==> src/rtl/serial_fixed_accumulator_pkg.sv <==
// fixed_pkg: Q-format constants, FSM state type and a saturate helper shared by the fixed-point adders
package fixed_pkg;
    localparam int Q_DATA_WIDTH = 16;
    localparam int Q_FRACT_WIDTH = 8;
    localparam logic signed [Q_DATA_WIDTH-1:0] Q_MAX = 16'sh7FFF;
    localparam logic signed [Q_DATA_WIDTH-1:0] Q_MIN = 16'sh8000;
    localparam int Q_SAT_W = Q_DATA_WIDTH + 8;
    typedef enum logic [1:0] {IDLE, ACCUM, DONE} state_t;
    typedef struct packed {
        logic sat;
        logic [Q_DATA_WIDTH-1:0] data;
    } sat_t;
    function automatic int acc_width(input int dw, input int n);
        return dw + $clog2(n) + 1;
    endfunction
    function automatic sat_t saturate(input logic signed [Q_SAT_W-1:0] v);
        sat_t r;
        r.sat = (v > Q_SAT_W'(Q_MAX)) || (v < Q_SAT_W'(Q_MIN));
        r.data = (v > Q_SAT_W'(Q_MAX)) ? Q_MAX : (v < Q_SAT_W'(Q_MIN)) ? Q_MIN : v[Q_DATA_WIDTH-1:0];
        return r;
    endfunction
endpackage

==> src/rtl/serial_fixed_accumulator_if.sv <==
// serial_fixed_accumulator_if: operand stream in, saturated result stream out, plus synchronous abort
interface serial_fixed_accumulator_if #(parameter int DATA_WIDTH = 16);
    logic clear;
    logic [DATA_WIDTH-1:0] in_data;
    logic in_valid;
    logic in_ready;
    logic [DATA_WIDTH-1:0] out_data;
    logic out_sat;
    logic out_valid;
    logic out_ready;
    modport master (output clear, in_data, in_valid, out_ready, input in_ready, out_data, out_sat, out_valid);
    modport slave (input clear, in_data, in_valid, out_ready, output in_ready, out_data, out_sat, out_valid);
endinterface

==> src/rtl/serial_fixed_accumulator_saturate.sv <==
// fixed_saturate: clips a wide signed sum to DATA_WIDTH, flagging when clipping happened
module fixed_saturate #(
    parameter int DATA_WIDTH = 16,
    parameter int ACC_W = 19
) (
    input  logic signed [ACC_W-1:0]      sum,
    output logic        [DATA_WIDTH-1:0] data,
    output logic                         sat
);
    logic [ACC_W-DATA_WIDTH:0] top;
    assign top = sum[ACC_W-1:DATA_WIDTH-1];
    // in range only when every bit above the result MSB repeats the sign
    assign sat = !((&top) || !(|top));
    assign data = sat ? {sum[ACC_W-1], {(DATA_WIDTH-1){!sum[ACC_W-1]}}} : sum[DATA_WIDTH-1:0];
endmodule

==> src/rtl/serial_fixed_accumulator.sv <==
// serial_fixed_accumulator: sums N_IN serially delivered fixed-point operands into one saturated result
module serial_fixed_accumulator #(
    parameter int DATA_WIDTH = 16,
    parameter int FRACT_WIDTH = 8,
    parameter int N_IN = 3
) (
    input logic clk,
    input logic rst,
    serial_fixed_accumulator_if.slave bus
);
    import fixed_pkg::*;
    localparam int ACC_W = acc_width(DATA_WIDTH, N_IN);
    localparam int CNT_W = N_IN > 1 ? $clog2(N_IN) : 1;
    localparam logic [CNT_W-1:0] LAST = CNT_W'(N_IN - 1);
    if (N_IN < 1 || FRACT_WIDTH > DATA_WIDTH) begin : g_bad_params
        $error("serial_fixed_accumulator: illegal N_IN or FRACT_WIDTH");
    end
    state_t state_q, state_d;
    logic signed [ACC_W-1:0] acc_q, acc_d, op, sum;
    logic [CNT_W-1:0] cnt_q, cnt_d;
    logic [DATA_WIDTH-1:0] out_data_q, out_data_d, sat_data;
    logic out_sat_q, out_sat_d, sat_flag, accept;
    assign bus.in_ready = state_q != DONE;
    assign bus.out_valid = state_q == DONE;
    assign bus.out_data = out_data_q;
    assign bus.out_sat = out_sat_q;
    assign op = ACC_W'($signed(bus.in_data));
    // acc is held at zero in IDLE, so the first operand needs no special path
    assign sum = acc_q + op;
    assign accept = bus.in_valid && state_q != DONE;
    fixed_saturate #(.DATA_WIDTH(DATA_WIDTH), .ACC_W(ACC_W)) u_sat (
        .sum (sum),
        .data(sat_data),
        .sat (sat_flag)
    );
    always_comb begin
        state_d = state_q;
        acc_d = acc_q;
        cnt_d = cnt_q;
        out_data_d = out_data_q;
        out_sat_d = out_sat_q;
        if (bus.clear) begin
            state_d = IDLE;
            acc_d = '0;
            cnt_d = '0;
        end else if (accept && cnt_q == LAST) begin
            state_d = DONE;
            acc_d = '0;
            cnt_d = '0;
            out_data_d = sat_data;
            out_sat_d = sat_flag;
        end else if (accept) begin
            state_d = ACCUM;
            acc_d = sum;
            cnt_d = cnt_q + CNT_W'(1);
        end else if (state_q == DONE && bus.out_ready) begin
            state_d = IDLE;
        end
    end
    always_ff @(posedge clk or posedge rst) begin
        if (rst) begin
            state_q <= IDLE;
            acc_q <= '0;
            cnt_q <= '0;
            out_data_q <= '0;
            out_sat_q <= 1'b0;
        end else begin
            state_q <= state_d;
            acc_q <= acc_d;
            cnt_q <= cnt_d;
            out_data_q <= out_data_d;
            out_sat_q <= out_sat_d;
        end
    end
endmodule

==> src/flat_wrapper.sv <==
// flat-port wrapper written by rule: the top's interface ports become plain ports
module serial_fixed_accumulator_flat import fixed_pkg::*;
#(
    parameter int DATA_WIDTH = 16,
    parameter int FRACT_WIDTH = 8,
    parameter int N_IN = 3
)
  (clk, rst, bus_clear, bus_in_data, bus_in_valid, bus_out_ready, bus_in_ready, bus_out_data, bus_out_sat, bus_out_valid);
  serial_fixed_accumulator_if #(.DATA_WIDTH(DATA_WIDTH)) bus_i ();
  input logic clk;
  input logic rst;
  input wire logic [$bits(bus_i.clear)-1:0] bus_clear;
  input wire logic [$bits(bus_i.in_data)-1:0] bus_in_data;
  input wire logic [$bits(bus_i.in_valid)-1:0] bus_in_valid;
  input wire logic [$bits(bus_i.out_ready)-1:0] bus_out_ready;
  output wire logic [$bits(bus_i.in_ready)-1:0] bus_in_ready;
  output wire logic [$bits(bus_i.out_data)-1:0] bus_out_data;
  output wire logic [$bits(bus_i.out_sat)-1:0] bus_out_sat;
  output wire logic [$bits(bus_i.out_valid)-1:0] bus_out_valid;
  assign bus_i.clear = bus_clear;
  assign bus_i.in_data = bus_in_data;
  assign bus_i.in_valid = bus_in_valid;
  assign bus_i.out_ready = bus_out_ready;
  assign bus_in_ready = bus_i.in_ready;
  assign bus_out_data = bus_i.out_data;
  assign bus_out_sat = bus_i.out_sat;
  assign bus_out_valid = bus_i.out_valid;
  serial_fixed_accumulator #(.DATA_WIDTH(DATA_WIDTH), .FRACT_WIDTH(FRACT_WIDTH), .N_IN(N_IN)) u_core (.clk(clk), .rst(rst), .bus(bus_i));
endmodule
==> config.mk <==
export PLATFORM = sky130hd
export DESIGN_NAME = serial_fixed_accumulator_flat
export DESIGN_NICKNAME = d
export VERILOG_FILES = /design/src/rtl/serial_fixed_accumulator_pkg.sv /design/src/rtl/serial_fixed_accumulator_if.sv /design/src/rtl/serial_fixed_accumulator_saturate.sv /design/src/rtl/serial_fixed_accumulator.sv /design/src/flat_wrapper.sv
export SDC_FILE = /design/constraint.sdc
export NUM_CORES = 1
export LEC_CHECK = 0
export ABC_AREA = 1
export CAP_MARGIN = 10
export CORE_MARGIN = 2
export CORE_UTILIZATION = 40
export CTS_BUF_LIST = sky130_fd_sc_hd__clkbuf_8 sky130_fd_sc_hd__clkbuf_16
export CTS_CLUSTER_DIAMETER = 100
export DETAILED_ROUTE_END_ITERATION = 16
export PLACE_DENSITY = 0.72
export SLEW_MARGIN = 30
export SYNTH_ARGS = -nofsm -noshare
export SYNTH_HDL_FRONTEND = slang
export SYNTH_SLANG_ARGS = --single-unit
==> constraint.sdc <==
create_clock -name clk -period 2.1 [get_ports clk]
set_input_delay 0.63 -clock clk [delete_from_list [all_inputs] [get_ports clk]]
set_output_delay 0.63 -clock clk [all_outputs]
set_load 0.01 [all_outputs]
==> flow_metrics.py, run 1 <==
metrics = {
    "floorplanning": {
        "dieArea_um2": 7690,
        "core_area_um2": 6790,
        "core.rowCount": 30,
        "die_width_um": 87.7,
        "design.portCount": 40,
        "initial_core_util_pct": 41.3,
        "fp.dieH_um": 87.7,
    },
    "power": {
        "comb_power_share_pct": 58.4,
        "leakage_nw": 2.34,
        "p_int_mw": 2.60,
        "p_per_area_nw_per_um2": 942,
        "seqPwrFrac_pct": 26.8,
        "clkPwrFrac_pct": 14.8,
        "total_power_mw": 4.28,
        "switching_power_mw": 1.68,
        "swShare_pct": 39.2,
        "vdd_drop_max_mv": 0.367,
    },
    "clock_network": {
        "cts-root-buf": "clkbuf_8",
        "htreeDepth": 2,
        "clockBufferDepth": 2,
        "cts_made_buffers": 5,
        "cts_tree": "done",
        "clkSlewWorstSetupHoldPaths_ns": 0.08,
        "clkSinkCount": 40,
        "clk_latency_ns": 0.30,
    },
    "timing": {
        "finalCritPeriodShare_pct": 117,
        "timing.final.ws_setup_ns": -0.354,
        "period_needed_ns": 2.45,
        "report.final.slew_viol_count": 0,
        "slew_headroom_pct": 72.0,
        "grt_setup_unrepaired": "true",
        "fmax_ghz": 0.408,
        "fin_skew_ns": 0.0129,
        "setup_viol": 22,
        "finalHoldViolCount": 0,
        "worstMarginPinSlew_ns": 0.419,
    },
    "global_routing": {
        "grt_pass1_vias": 3091,
        "globalRouteTotalUtil_pct": 23.9,
        "antenna_found_initial": 0,
        "grt_first_pass_wirelength_mm": 14.2,
        "grt_max_degree": 41,
        "grt_overflow_total": 0,
    },
    "yosys": {
        "synth.distinct_cells": 29,
        "synthSimpleGateAreaFrac_pct": 28.7,
        "synth_xor_area_share_pct": 4.38,
        "synth_nets": 410,
        "syn_area_per_cell_um2": 7.57,
        "yosys_warnings": 0,
        "yosys.area_share.adder_pct": 8.75,
        "synth_compound_area_share_pct": 9.82,
        "ys_seq_area_share_pct": 35.7,
        "synthMuxAreaShare_pct": 4.29,
        "syn_inst": 370,
        "ys_ff_latch": 40,
        "synth_area_um2": 2800,
        "synth_top_family_by_area": "simple AND/OR/NAND/NOR gates",
    },
    "routing": {
        "drtAntennaViolNets": 0,
        "wire_per_inst_um": 17.1,
        "wirelength_mm": 9.76,
        "drcViolationCount": 0,
        "via_per_inst": 5.41,
        "firstDrtPassIters": 5,
        "vias": 3096,
        "drtIter0Drc": 245,
    },
    "finish": {
        "drive_gt1_share_pct": 41.6,
        "fin_nets": 515,
        "multiInputGateArea_um2": 2160,
        "ff_latch_area_um2": 1000,
        "mostFrequentLayoutCells": "nand2_1, buf_4, dfrtp_1, inv_1, nand2_2",
        "final_cell_area_um2": 4550,
        "nFillCells": 492,
        "insertedDiodeCount": 0,
        "area_delta_synth_final_pct": 62.2,
        "instances_no_fill": 572,
        "final_common_cell": "nand2_1",
    },
    "critical_path": {
        "reg2reg_slack_ns": -0.29,
        "cp_max_fo": 6,
        "r2r_end": "u_core.bus.out_data[5]$_DFFE_PP0P_",
        "timing.rr.start": "u_core.acc_q[0]$_DFFE_PP0P_",
        "crit_top_cell": "nand2_2",
        "max_stage_delay_ns": 0.31,
        "slowest_stage": "ha_4",
        "worstPathRequired_ns": 2.28,
        "arrival_ns": 2.64,
        "critical_path_class": "in2reg",
        "start_kind": "input port",
        "path_cells": "dlygate4sd2_1 > ha_4 > nand2_1 > inv_2 > nand2_2 > nand2_2 > a21oi_4 > buf_4 > nand3_2 > nand2_2 > nor2_4 > a21oi_2 > buf_4 > buf_12 > mux2i_1 > nand2_1",
        "r2r_cells": 17,
        "endpoint_kind": "flop",
    },
    "status": {
        "outcome": "finished, violations left",
        "violations": "negative setup slack",
    },
    "flow_run": {
        "drv_cap": 0,
    },
    "hold_path": {
        "min_path_cells": 2,
        "hold_path.class": "reg2reg",
        "holdPathEnd": "u_core.bus.out_data[13]$_DFFE_PP0P_",
        "hold_start": "u_core.bus.out_data[13]$_DFFE_PP0P_",
    },
    "placed_design": {
        "dp_hpwl_mm": 5.58,
        "port_buffers": 39,
        "placed_cell_area_um2": 3690,
        "dp_cells": 544,
        "place_congestion": 0.854,
    },
}
[cells in the mapped netlist, drive strengths merged]
cell type	instances	area [um2]
a21oi	17	92.6
a22o	11	96.3
a31oi	1	6.26
and3	1	6.26
buf	5	37.5
clkbuf	3	15.0
dfrtp	40	1000
fa	1	20.0
ha	18	225
inv	48	180
mux2i	12	120
nand2	115	457
nand3	37	200
nand3b	3	22.5
nor2	25	98.8
nor3	3	15.0
o21ai	14	73.8
o22ai	1	6.26
or2	1	6.26
xnor2	6	52.6
xor2	8	70.1
[cells by family after synthesis]
kind of cell | after synthesis
muxes | 12
AOI/OAI and AO/OA | 44
DFF | 40
and+or+nand+nor | 185
xor gates and xnor gates | 14
buffers and inverters | 56
adders and majority gates | 19
[per-layer routing]
layer  wire length [um]  global-route usage, %
met1               3660                   27.8
met2               4840                   41.5
met5                  0                      0
met4                684                   12.9
met3                576                   4.15
[cell type report]
| type | count | area share (%) |
|---|---|---|
| Clock buffer | 5 | 1.51 |
| Tap cell | 96 | 2.64 |
| Clock inverter | 3 | 0.853 |
| Sequential cell | 40 | 22.0 |
| Multi-Input combinational cell | 275 | 47.5 |
| Timing Repair Buffer | 105 | 21.5 |
| Inverter | 48 | 3.96 |
[worst max-delay path: cells and delay by family]
| kind | cells | cell delay, ns |
|---|---|---|
| buffers and inverters | 5 | 0.79 |
| muxes | 1 | 0.12 |
| AOI/OAI and AO/OA | 2 | 0.15 |
| and+or+nand+nor | 7 | 0.62 |
| adders and majority gates | 1 | 0.31 |
[how the worst max path moves through the flow]
stage	from	to	slack [ns]	cells past startpoint
detailed placement	bus_in_data[0]	u_core.bus.out_data[7]$_DFFE_PP0P_	-0.88	17
global placement	bus_in_data[0]	u_core.bus.out_data[13]$_DFFE_PP0P_	-0.80	18
finish	bus_in_data[11]	u_core.bus.out_data[5]$_DFFE_PP0P_	-0.35	16
CTS	bus_in_data[3]	u_core.bus.out_data[7]$_DFFE_PP0P_	-0.18	15
floorplan	bus_in_data[0]	u_core.bus.out_data[10]$_DFFE_PP0P_	-0.22	17
global route	bus_in_data[11]	u_core.bus.out_data[7]$_DFFE_PP0P_	-0.43	16
[power by group through the flow]
stage | Sequential (mW) | Combinational [mW] | Clock (mW)
6_report | 1.15 | 2.50 | 0.634
5_1_grt | 1.17 | 2.65 | 0.674
4_1_cts | 1.14 | 2.17 | 0.651
3_5_place_dp | 1.13 | 1.80 | 0
3_3_place_gp | 1.12 | 1.77 | 0
2_1_floorplan | 1.19 | 0.874 | 0
[flip-flops by register name (all words and copies together), names as in the netlist]
| name | count |
|---|---|
| u_core.acc_q | 19 |
| u_core.bus.out_data | 16 |
| u_core.bus.out_sat | 1 |
| u_core.cnt_q | 2 |
| u_core.state_q | 2 |
[per-stage QoR]
stage          worst slack [ns]  TNS (ns)  utilization, %  hold slack [ns]
6_report                 -0.354     -5.46            66.9            0.491
5_1_grt                  -0.426     -6.82            66.9            0.515
4_1_cts                  -0.178     -2.12            63.1            0.496
3_5_place_dp             -0.884    -22.44            54.4            0.479
3_3_place_gp             -0.804    -21.03            54.4            0.470
2_1_floorplan            -0.216     -3.15               -            0.451
[timing repair]
| item | 4_1_cts | 5_1_grt |
|---|---|---|
| setup buffers | 15 | 3 |
| setup endpoints to repair | 31 | 29 |
| endpoints found under the hold margin | 0 | 0 |
| cloned | 2 | 0 |
| pin swaps | 38 | 31 |
| hold buffers | 0 | 0 |
| gates resized for setup | 99 | 65 |
No activity file was read; power rests on OpenSTA's default activity.
==> run 2, diff against run 1 <==
PLACE_DENSITY = 0.7   (was 0.72)
clock period = 2.7 ns   (was 2.1 ns; I/O delays follow)
==> run 2 against run 1 <==
  * Count of clock-buffer cells in the layout did not move
  * Largest power group unchanged
  * Cell count shrank 2.1%
  * Clock skew is 0.0040 ns lower
  * Register-to-register slack gained 0.73 ns
  * Final area shrank 8.0%
  * Non-clock buffer count down 11
  * The run now ends clean
  * Via count shrank 8.0%
  * Sequential power shrank 23%
  * Total power fell by 27%
  * Sequential share of layout area increased by 1.9 points
  * Hold slack improved by 0.0014 ns
  * Combinational power is 34% lower
==> flow_metrics.py, run 2 (synthesized netlist as in run 1, its figures left out) <==
metrics = {
    "finish": {
        "final_util_pct": 61.6,
        "top_register": "u_core.acc_q",
        "mostFrequentLayoutCells": "nand2_1, buf_4, inv_1, dfrtp_1, nand3_1",
        "largest_reg_flops": 19,
        "drive_gt1_share_pct": 30.0,
        "fin_nets": 504,
        "insertedDiodeCount": 0,
        "instances_no_fill": 560,
        "final_common_cell": "nand2_1",
        "area_delta_synth_final_pct": 49.3,
        "final_cell_area_um2": 4180,
    },
    "power": {
        "clkPwrFrac_pct": 19.3,
        "vdd_drop_max_mv": 0.313,
        "comb_power_share_pct": 52.4,
        "switching_power_mw": 1.16,
        "seqPwrFrac_pct": 28.3,
        "p_per_area_nw_per_um2": 746,
        "total_power_mw": 3.12,
        "p_int_mw": 1.96,
        "swShare_pct": 37.3,
        "leakage_nw": 2.24,
    },
    "floorplanning": {
        "design.portCount": 40,
        "fp.dieH_um": 87.7,
        "dieArea_um2": 7690,
        "die_width_um": 87.7,
        "initial_core_util_pct": 41.3,
        "core.rowCount": 30,
        "core_area_um2": 6790,
    },
    "timing": {
        "finalCritPeriodShare_pct": 97.2,
        "finalHoldViolCount": 0,
        "fin_skew_ns": 0.00887,
        "period_needed_ns": 2.62,
        "slew_headroom_pct": 64.6,
        "tns_ns": 0,
        "setup_viol": 0,
        "fmax_ghz": 0.381,
        "worstMarginPinSlew_ns": 0.531,
        "report.final.slew_viol_count": 0,
    },
    "critical_path": {
        "r2r_cells": 16,
        "reg2reg_slack_ns": 0.44,
        "worstSetupStartpoint": "bus_in_data[15]",
        "timing.rr.start": "u_core.acc_q[0]$_DFFE_PP0P_",
        "start_kind": "input port",
        "worstPathRequired_ns": 2.93,
        "r2r_end": "u_core.bus.out_data[12]$_DFFE_PP0P_",
        "crit_end": "u_core.bus.out_data[12]$_DFFE_PP0P_",
        "critical_path_class": "in2reg",
        "endpoint_kind": "flop",
        "arrival_ns": 2.86,
        "cp_max_fo": 5,
    },
    "clock_network": {
        "cts-root-buf": "clkbuf_8",
        "htreeDepth": 2,
        "clkSinkCount": 40,
        "cts_tree": "done",
        "clkSlewWorstSetupHoldPaths_ns": 0.09,
        "clk_latency_ns": 0.30,
        "cts_made_buffers": 5,
        "clockBufferDepth": 2,
    },
    "routing": {
        "wire_per_inst_um": 14.4,
        "drtAntennaViolNets": 0,
        "wirelength_mm": 8.06,
        "drtIter0Drc": 152,
        "via_per_inst": 5.09,
        "firstDrtPassIters": 6,
        "vias": 2849,
        "drcViolationCount": 0,
    },
    "placed_design": {
        "port_buffers": 39,
        "dp_hpwl_mm": 5.73,
        "dp_cells": 549,
        "placed_cell_area_um2": 3650,
        "place_congestion": 0.838,
    },
    "global_routing": {
        "grt_pass1_vias": 2743,
        "antenna_found_initial": 0,
        "globalRouteTotalUtil_pct": 21.4,
        "grt_overflow_total": 0,
        "grt_first_pass_wirelength_mm": 12.8,
        "grt_max_degree": 41,
    },
    "hold_path": {
        "hold_path.class": "reg2reg",
        "hold_start": "u_core.bus.out_sat$_DFFE_PP0P_",
    },
    "status": {
        "outcome": "completed",
    },
    "flow_run": {
        "drv_cap": 0,
    },
}
==> run 2: cell types whose count changed in the layout (fill, tap and decap cells not counted), moves of 7 or more <==
| cell | before | now |
|---|---|---|
| dlymetal6s2s_1 | 1 | 10 |
| nand2_1 | 70 | 88 |
| nand2_2 | 31 | 24 |
| nand2_4 | 15 | 4 |
| o21ai_1 | 7 | 0 |
| o21ai_0 | 4 | 13 |
==> run 2: worst max-delay path: stages <==
cell and delay (ns):
dlygate4sd2_1 0.30, ha_1 0.36, nand2_2 0.08, inv_1 0.08, nand3_1 0.10, nor3_1 0.19
nand2_2 0.11, nand2_1 0.10, nand2_2 0.08, nand2_4 0.11, inv_2 0.05, a21oi_4 0.20
buf_6 0.14, mux2i_1 0.06, nand2_1 0.09
==> run 2: routing by layer <==
layer	routed length, um	GRT usage (%)	vias to the layer above
li1	-	-	1392
met1	3640	26.9	1379
met2	4020	37.2	64
met3	252	2.83	14
met4	144	8.25	0
met5	0	0	-
==> run 2: worst min path at each step <==
stage | slack (ns) | endpoint | cells after the start
final | 0.49 | u_core.bus.out_sat$_DFFE_PP0P_ | 2
after global routing | 0.53 | u_core.bus.out_sat$_DFFE_PP0P_ | 2
after CTS | 0.50 | u_core.bus.out_data[14]$_DFFE_PP0P_ | 2
after detailed placement | 0.47 | u_core.state_q[0]$_DFFE_PP0P_ | 2
after global placement | 0.47 | u_core.bus.out_sat$_DFFE_PP0P_ | 2
after floorplan | 0.45 | u_core.state_q[0]$_DFFE_PP0P_ | 2
==> run 2: power by group through the flow <==
stage          clock, mW  sequential (mW)  combinational [mW]
2_1_floorplan          0            0.922               0.676
3_3_place_gp           0            0.870                1.38
3_5_place_dp           0            0.880                1.41
4_1_cts            0.598            0.879                1.53
5_1_grt            0.629            0.905                1.78
6_report           0.603            0.883                1.64
==> run 2: layout make-up <==
cell class	instances	area, um2
Timing Repair Buffer	94	832
Multi-Input combinational cell	275	1920
Sequential cell	40	1000
Clock inverter	2	60.1
Inverter	48	180
Tap cell	96	120
Clock buffer	5	68.8
Fill cell	565	2610
==> run 2: timing repair <==
| action | CTS | global route |
|---|---|---|
| gates cloned | 1 | 0 |
| pin swaps | 13 | 16 |
| buffers inserted | 2 | 1 |
| hold buffers | 0 | 0 |
| resized for setup | 45 | 40 |
| setup endpoints to repair | 16 | 22 |
| endpoints found under the hold margin | 0 | 0 |
==> run 2: through the flow <==
| step | hold WS [ns] | setup WS [ns] |
|---|---|---|
| 2_1_floorplan | 0.451 | 0.129 |
| 3_3_place_gp | 0.473 | -0.457 |
| 3_5_place_dp | 0.474 | -0.553 |
| 4_1_cts | 0.496 | 0.00567 |
| 5_1_grt | 0.534 | -0.0172 |
| 6_report | 0.493 | 0.0761 |
